[config.mk]
export PLATFORM = sky130hd
export DESIGN_NAME = tl_c_channel_arbiter
export DESIGN_NICKNAME = d
export VERILOG_FILES = /design/src/rtl/tl_c_channel_arbiter.sv
export SDC_FILE = /design/constraint.sdc
export NUM_CORES = 1
export LEC_CHECK = 0
export ABC_AREA = 1
export ABC_CLOCK_PERIOD_IN_PS = 3550
export CAP_MARGIN = 20
export CORE_AREA = 2 2 207 209
export CTS_CLUSTER_SIZE = 25
export DETAILED_ROUTE_END_ITERATION = 8
export DIE_AREA = 0 0 209 211
export SLEW_MARGIN = 20
export SYNTH_ARGS = -nofsm -noshare
export SYNTH_HDL_FRONTEND = slang
export SYNTH_SLANG_ARGS = --single-unit
[constraint.sdc]
create_clock -name clock -period 3.55 [get_ports clock]
set_input_delay 0.71 -clock clock [delete_from_list [all_inputs] [get_ports clock]]
set_output_delay 0.71 -clock clock [all_outputs]
set_load 0.02 [all_outputs]
[src/rtl/tl_c_channel_arbiter.sv]
// TileLink channel C arbiter: merges probe-unit and writeback-unit beats onto one
// C port, arbitrating per message and locking the port for multi-beat bursts.
//
// Ports:
//   clock, reset_n          single clock, synchronous active-low reset
//   prb_valid/ready/bits    ProbeAck / ProbeAckData beats from the probe unit
//   rel_valid/ready/bits    Release / ReleaseData beats from the writeback unit
//   c_valid/ready/bits      outgoing C beat toward the L2
//   c_first, c_last         beat position within the current message
//   busy, owner             burst in progress and its source (0 = probe, 1 = release)
//   size_err                one-cycle pulse after a first beat with an oversized lgSize

package BundleST;
  typedef struct packed {
    logic [2:0]   opcode;
    logic [2:0]   param;
    logic [3:0]   size;
    logic [3:0]   source;
    logic [31:0]  address;
    logic [127:0] data;
    logic         corrupt;
  } TLBundleCST;
endpackage

module tl_c_channel_arbiter
  import BundleST::*;
#(
  parameter int BEAT_BYTES = 16,
  parameter int MAX_LGSIZE = 6,
  parameter int PROBE_PRIO = 1
) (
  input  logic       clock,
  input  logic       reset_n,
  input  logic       prb_valid,
  output logic       prb_ready,
  input  TLBundleCST prb_bits,
  input  logic       rel_valid,
  output logic       rel_ready,
  input  TLBundleCST rel_bits,
  output logic       c_valid,
  input  logic       c_ready,
  output TLBundleCST c_bits,
  output logic       c_first,
  output logic       c_last,
  output logic       busy,
  output logic       owner,
  output logic       size_err
);

  localparam int LGB = $clog2(BEAT_BYTES);
  localparam int MAXBEATS = (1 << MAX_LGSIZE) / BEAT_BYTES;
  localparam int CW = $clog2(MAXBEATS) + 1;

  typedef enum logic {
    IDLE,
    LOCKED
  } arbStateT;

  arbStateT state;
  arbStateT stateNext;

  logic [CW-1:0] remain;
  logic [CW-1:0] remainNext;
  logic [CW-1:0] beats;
  logic [3:0]    effSize;

  logic busyNext;
  logic ownerNext;
  logic sizeErrNext;
  logic rrLast;
  logic rrLastNext;
  logic held;
  logic heldNext;
  logic heldSel;
  logic heldSelNext;

  logic grant;
  logic fire;
  logic hasData;
  logic sizeOver;
  logic locked;
  logic bothValid;
  logic rrPick;

  assign locked = (state == LOCKED);
  assign bothValid = prb_valid && rel_valid;

  // rrLast remembers the last completed owner; the other one wins a tie.
  assign rrPick = (PROBE_PRIO != 0) ? 1'b0 : !rrLast;

  // A first beat offered under backpressure keeps its grant until it fires.
  always_comb begin
    grant = 1'b0;
    unique case (1'b1)
      locked:                      grant = owner;
      !locked && held:             grant = heldSel;
      !locked && !held && bothValid: grant = rrPick;
      default:                     grant = rel_valid;
    endcase
  end

  always_comb begin
    c_valid   = grant ? rel_valid : prb_valid;
    c_bits    = grant ? rel_bits : prb_bits;
    prb_ready = !grant && c_ready;
    rel_ready = grant && c_ready;
    fire      = c_valid && c_ready;
  end

  always_comb begin
    hasData  = c_bits.opcode[0];
    sizeOver = c_bits.size > 4'(MAX_LGSIZE);
    effSize  = sizeOver ? 4'(MAX_LGSIZE) : c_bits.size;
    beats    = CW'(1);
    if (hasData && (effSize > 4'(LGB))) begin
      beats = CW'(1) << (effSize - 4'(LGB));
    end
  end

  assign c_first = !locked;
  assign c_last  = locked ? (remain == CW'(1)) : (beats == CW'(1));

  always_comb begin
    stateNext   = state;
    remainNext  = remain;
    busyNext    = busy;
    ownerNext   = owner;
    rrLastNext  = rrLast;
    sizeErrNext = 1'b0;
    heldNext    = 1'b0;
    heldSelNext = heldSel;
    unique case (state)
      IDLE: begin
        if (fire) begin
          sizeErrNext = sizeOver;
          if (beats > CW'(1)) begin
            stateNext  = LOCKED;
            ownerNext  = grant;
            remainNext = beats - CW'(1);
            busyNext   = 1'b1;
          end else begin
            rrLastNext = grant;
          end
        end else if (c_valid) begin
          heldNext    = 1'b1;
          heldSelNext = grant;
        end
      end
      LOCKED: begin
        if (fire) begin
          remainNext = remain - CW'(1);
          if (remain == CW'(1)) begin
            stateNext  = IDLE;
            busyNext   = 1'b0;
            rrLastNext = owner;
          end
        end
      end
    endcase
  end

  always_ff @(posedge clock) begin
    if (!reset_n) begin
      state    <= IDLE;
      remain   <= '0;
      busy     <= 1'b0;
      owner    <= 1'b0;
      size_err <= 1'b0;
      rrLast   <= 1'b1;
      held     <= 1'b0;
      heldSel  <= 1'b0;
    end else begin
      state    <= stateNext;
      remain   <= remainNext;
      busy     <= busyNext;
      owner    <= ownerNext;
      size_err <= sizeErrNext;
      rrLast   <= rrLastNext;
      held     <= heldNext;
      heldSel  <= heldSelNext;
    end
  end

endmodule

Yosys cells after proc, flatten, opt, wreduce, memory -nomap -nowiden
Cells that the tools add are included.

storage, ports and cells
  register bits after elaboration = 9
  bits of input ports = 355
  output and inout port bits = 183

operators by class
  shifts and indexed selects = 1
  $lt $le $gt $ge = 3
  add/subtract/negate cells = 3
  bitwise operators = 3
  reduce and logical (&&, ||, !) cells = 17
  muxes and demuxes = 21
  equality and inequality tests = 6

operators with widths
  cell                                                                    number
  175-bit 2-to-1 mux                                                      1
  3-bit 2-to-1 mux                                                        4
  1-bit 2-to-1 mux                                                        11
  3-bit AND reduction                                                     3
  4-bit by 3-bit > comparator with 1-bit output (second input constant)   2
  1-bit logical AND                                                       8
  3-bit by 1-bit equality test with 1-bit output (second input constant)  2
  3-bit one-hot mux with 2 select lines                                   1
  3-bit OR reduction                                                      2
  3-bit by 1-bit subtractor with 3-bit output (second input constant)     2
  4-bit 2-to-1 mux                                                        1
  2-bit by 1-bit != test with 1-bit output (second input constant)        2
  2-bit != test (second input constant)                                   2
  1-bit one-hot mux with 2 select lines                                   2
  4-bit AND reduction                                                     1
  1-bit by 4-bit << shifter with 3-bit output (first input constant)      1
  4-bit by 3-bit subtractor with 4-bit output (second input constant)     1
  3-bit by 1-bit > comparator with 1-bit output (second input constant)   1
  1-bit zero test                                                         3
  1-bit NOT                                                               3
  1-bit one-hot mux with 3 select lines                                   1

Logic depth before layout (Yosys ltp)
  word-level depth = 14
  gate-level depth with buffers = 18
  gate-level depth less buffers = 18

Worst setup path before layout
OpenSTA, ideal clock, no wires.

  path kind = input-to-output
  start point = input port prb_valid
  end point = output port c_bits[100] in the netlist's numbering
  slack = 0.978 ns
  required time = 2.840 ns
  data arrival time = 1.862 ns
  path buffers = 3
  cell stages on the path = 10
  cell sequence = inv_1 > nand2_1 > nand2_1 > nand3_1 > nand2_1 > buf_2 > buf_4 > clkbuf_1 > nand2_1 > nand2_1

RTL lines
  item                RTL line  RTL
  start: declaration  34        input logic prb_valid,
  end: declaration    42        output TLBundleCST c_bits,

==> metrics.txt <==
status=complete, no violations; r2r endpoint=remain[1]$_SDFFE_PN0P_; Tmin final=3.44 ns; Slew Limit Fails=0; Core ar.=~0.042 mm²; Synth Flop Type=dfxtp_1; Crit. End Element=output port; area of the multi-input gates=~0.0024 mm²; fraction of the cycle the final worst path needs=0.970; max cap viols=0; vias in the first global route=6005; Min Hold Slack=slightly below 0.5 ns; num rows=between 70 and 80; total CTS buffers=3; Async SR Flop Fraction=0; cell mode on critical path=nand2_1; router iterations before antenna repair=4; share of layout cells above drive strength 1=0.0445; Pwr Density=251 mW/mm²; GRT Util Overall=0.113; final instance area=around 0.0095 mm²; skew final=0.00670 ns; Root Buffer=clkbuf_16; Net Count, Synth=slightly above 1k; Worst Setup SP=prb_valid; synth unique cells=28; leak pwr=roughly 5.4 nW; Mapped Area=about 0.0029 mm²; Tightest Pin Transition=about 0.35 ns; commonest non-fill, non-tap cell in the layout=nand2_1; Chip Height=about 210 µm; area leader, netlist=nand2_1; Finish-stage setup viols=0; hold buffers post-CTS=0; worst-case reg-to-reg path depth=15; DRT iter0 DRCs=between 200 and 300; crit-path cells=clkdlybuf4s50_1 > inv_1 > nand2_1 > nand2_1 > nand3_1 > nand2_4 > buf_12 > nand2_1 > nand2_1 > clkdlybuf4s50_1; CP startpoint kind=input port; Initial Util=0.0700; die area=between 0.04 and 0.05 mm²; FMAX=a little under 0.3 GHz; total congestion overflow=0; Worst-path clk slew=roughly 0.040 ns; H-tree Lvls=1; CTS tree=yes; die span in x=209 µm; Bufs and invs on worst path=4; CP endpoint=c_bits[124]; PortBufs=537; Sequential Area=roughly 180 µm²; gpl congestion=about 0.84; area grow syn2layout=224%; initial antenna violation count=10; global-route wire length before repair=between 30000 and 40000 µm; WL final=about 28000 µm; wire per inst=approximately 16 µm; Final TNS setup=0 ns; WP data arrival=around 2.7 ns; clk buf depth=2; Worst path max stage delay=just over 0.6 ns; drt via density=roughly 3.5; Hold/Removal Path Class=reg -> reg; Setup CP Type=in -> out; Post-route DRC=0; clock sink count=9; most frequent cells in the layout=nand2_1, clkdlybuf4s50_1, dlymetal6s2s_1; IO Pins=between 500 and 600; Detail Route Antenna Nets=0; Synth top area share=0.689; clk_lat worst skew=between 0.2 and 0.25 ns; Max VDD drop=roughly 0.12 mV; Yosys warning total=0; WP data required=around 2.8 ns; RSZ-0062 raised after global routing=no; Vias=about 6.1k; Synth Instances=667; fin nets=roughly 1.6k; Fill cells=about 4.7k; R2R setup slack=about 1.1 ns; Critical Path Stages=10; RR Startpoint=locked$_SDFF_PN0_; DP Wirelength=approximately 24000 µm; largest net degree at the start of global routing=between 70 and 80; crit path max fanout=27; final hold vios=0; sequential-to-total area share from yosys stat=0.0617; Worst slew margin=0.764; largest cells by area after synthesis=nand2_1, dfxtp_1, inv_1; number of enable flip-flop cells after synthesis=0; Top delay family on crit path=buffers and inverters; #FFs+latches synth=9; Avg Inst Size Synth=around 4.4 µm²; DP Area=about 0.009 mm²; Slowest-stage cell, CP=clkdlybuf4s50_1
-- flip-flops by register name, summed over array words and instances (netlist names) --
signal,flops
busy,1
held,1
heldSel,1
locked,1
owner,1
remain,3
size_err,1
-- through the flow --
step / utilization / power [mW] / worst slack (ns) / std cells
global placement: 0.215 / 2.21 / -0.101 / 1720
floorplan: - / 1.03 / 0.978 / 667
global route: 0.227 / 2.54 / 0.0185 / 1735
finish: 0.227 / 2.38 / 0.107 / 1735
detailed placement: 0.215 / 2.22 / -0.122 / 1720
CTS: 0.217 / 2.40 / -0.00396 / 1726
-- layout make-up --
| type | instances | share of cell area |
|---|---|---|
| Sequential cell | 9 | 0.0190 |
| Tap cell | 539 | 0.0713 |
| Multi-Input combinational cell | 594 | 0.259 |
| Antenna cell | 4 | 0.00106 |
| Inverter | 24 | 0.00952 |
| Timing Repair Buffer | 561 | 0.632 |
| Clock buffer | 4 | 0.00833 |
-- tightest hold or removal path: cells and delay by family (launching register included) --
kind	cells	cell delay, ns
AOI/OAI and AO/OA	2	0.14
DFF	1	0.30
-- power by group --
group	switching, mW	internal (mW)	total, mW
Combinational	1.05	1.01	2.06
Sequential	0.00675	0.110	0.116
Clock	0.0497	0.150	0.200
-- cell usage after synthesis, types with 5 or more instances --
cell,number
a21oi_1,6
buf_2,11
buf_4,10
clkbuf_1,17
dfxtp_1,9
inv_1,21
nand2_1,536
nand2_4,5
nand3_1,13
nor2_1,9
-- metal layers --
metal,global-route usage,part of all wire,vias up
li1,-,-,3039
met1,0.140,0.42,2710
met2,0.196,0.48,365
met3,0.0248,0.077,26
met4,0.0291,0.021,2
met5,0,0.00032,-
-- cells by family (layout without fill, tap and decap cells) --
group,after synthesis,in the layout,synth area share
compound gates,12,12,0.0231
xor+xnor,1,1,0.00300
fa+ha+maj,3,3,0.0128
buf+inv,64,589,0.106
flops,9,9,0.0617
other cells,0,4,0
simple gates,578,578,0.794
-- worst min path at each step --
| stage | cells after the start | start | end |
|---|---|---|---|
| 6_report | 2 | busy$_SDFFE_PN0P_ | busy$_SDFFE_PN0P_ |
| 5_1_grt | 2 | busy$_SDFFE_PN0P_ | busy$_SDFFE_PN0P_ |
| 4_1_cts | 2 | busy$_SDFFE_PN0P_ | busy$_SDFFE_PN0P_ |
| 3_5_place_dp | 2 | busy$_SDFFE_PN0P_ | busy$_SDFFE_PN0P_ |
| 3_3_place_gp | 2 | remain[1]$_SDFFE_PN0P_ | remain[1]$_SDFFE_PN0P_ |
| 2_1_floorplan | 2 | remain[1]$_SDFFE_PN0P_ | remain[1]$_SDFFE_PN0P_ |
-- what timing repair did --
item | in CTS | in global routing
cloned | 0 | 2
buffers inserted | 2 | 3
setup endpoints to repair | 129 | 124
hold endpoints to repair | 0 | 0
pin swaps | 1 | 0
gates resized for setup | 47 | 119
Note: power is estimated with default switching activity, not from simulation.
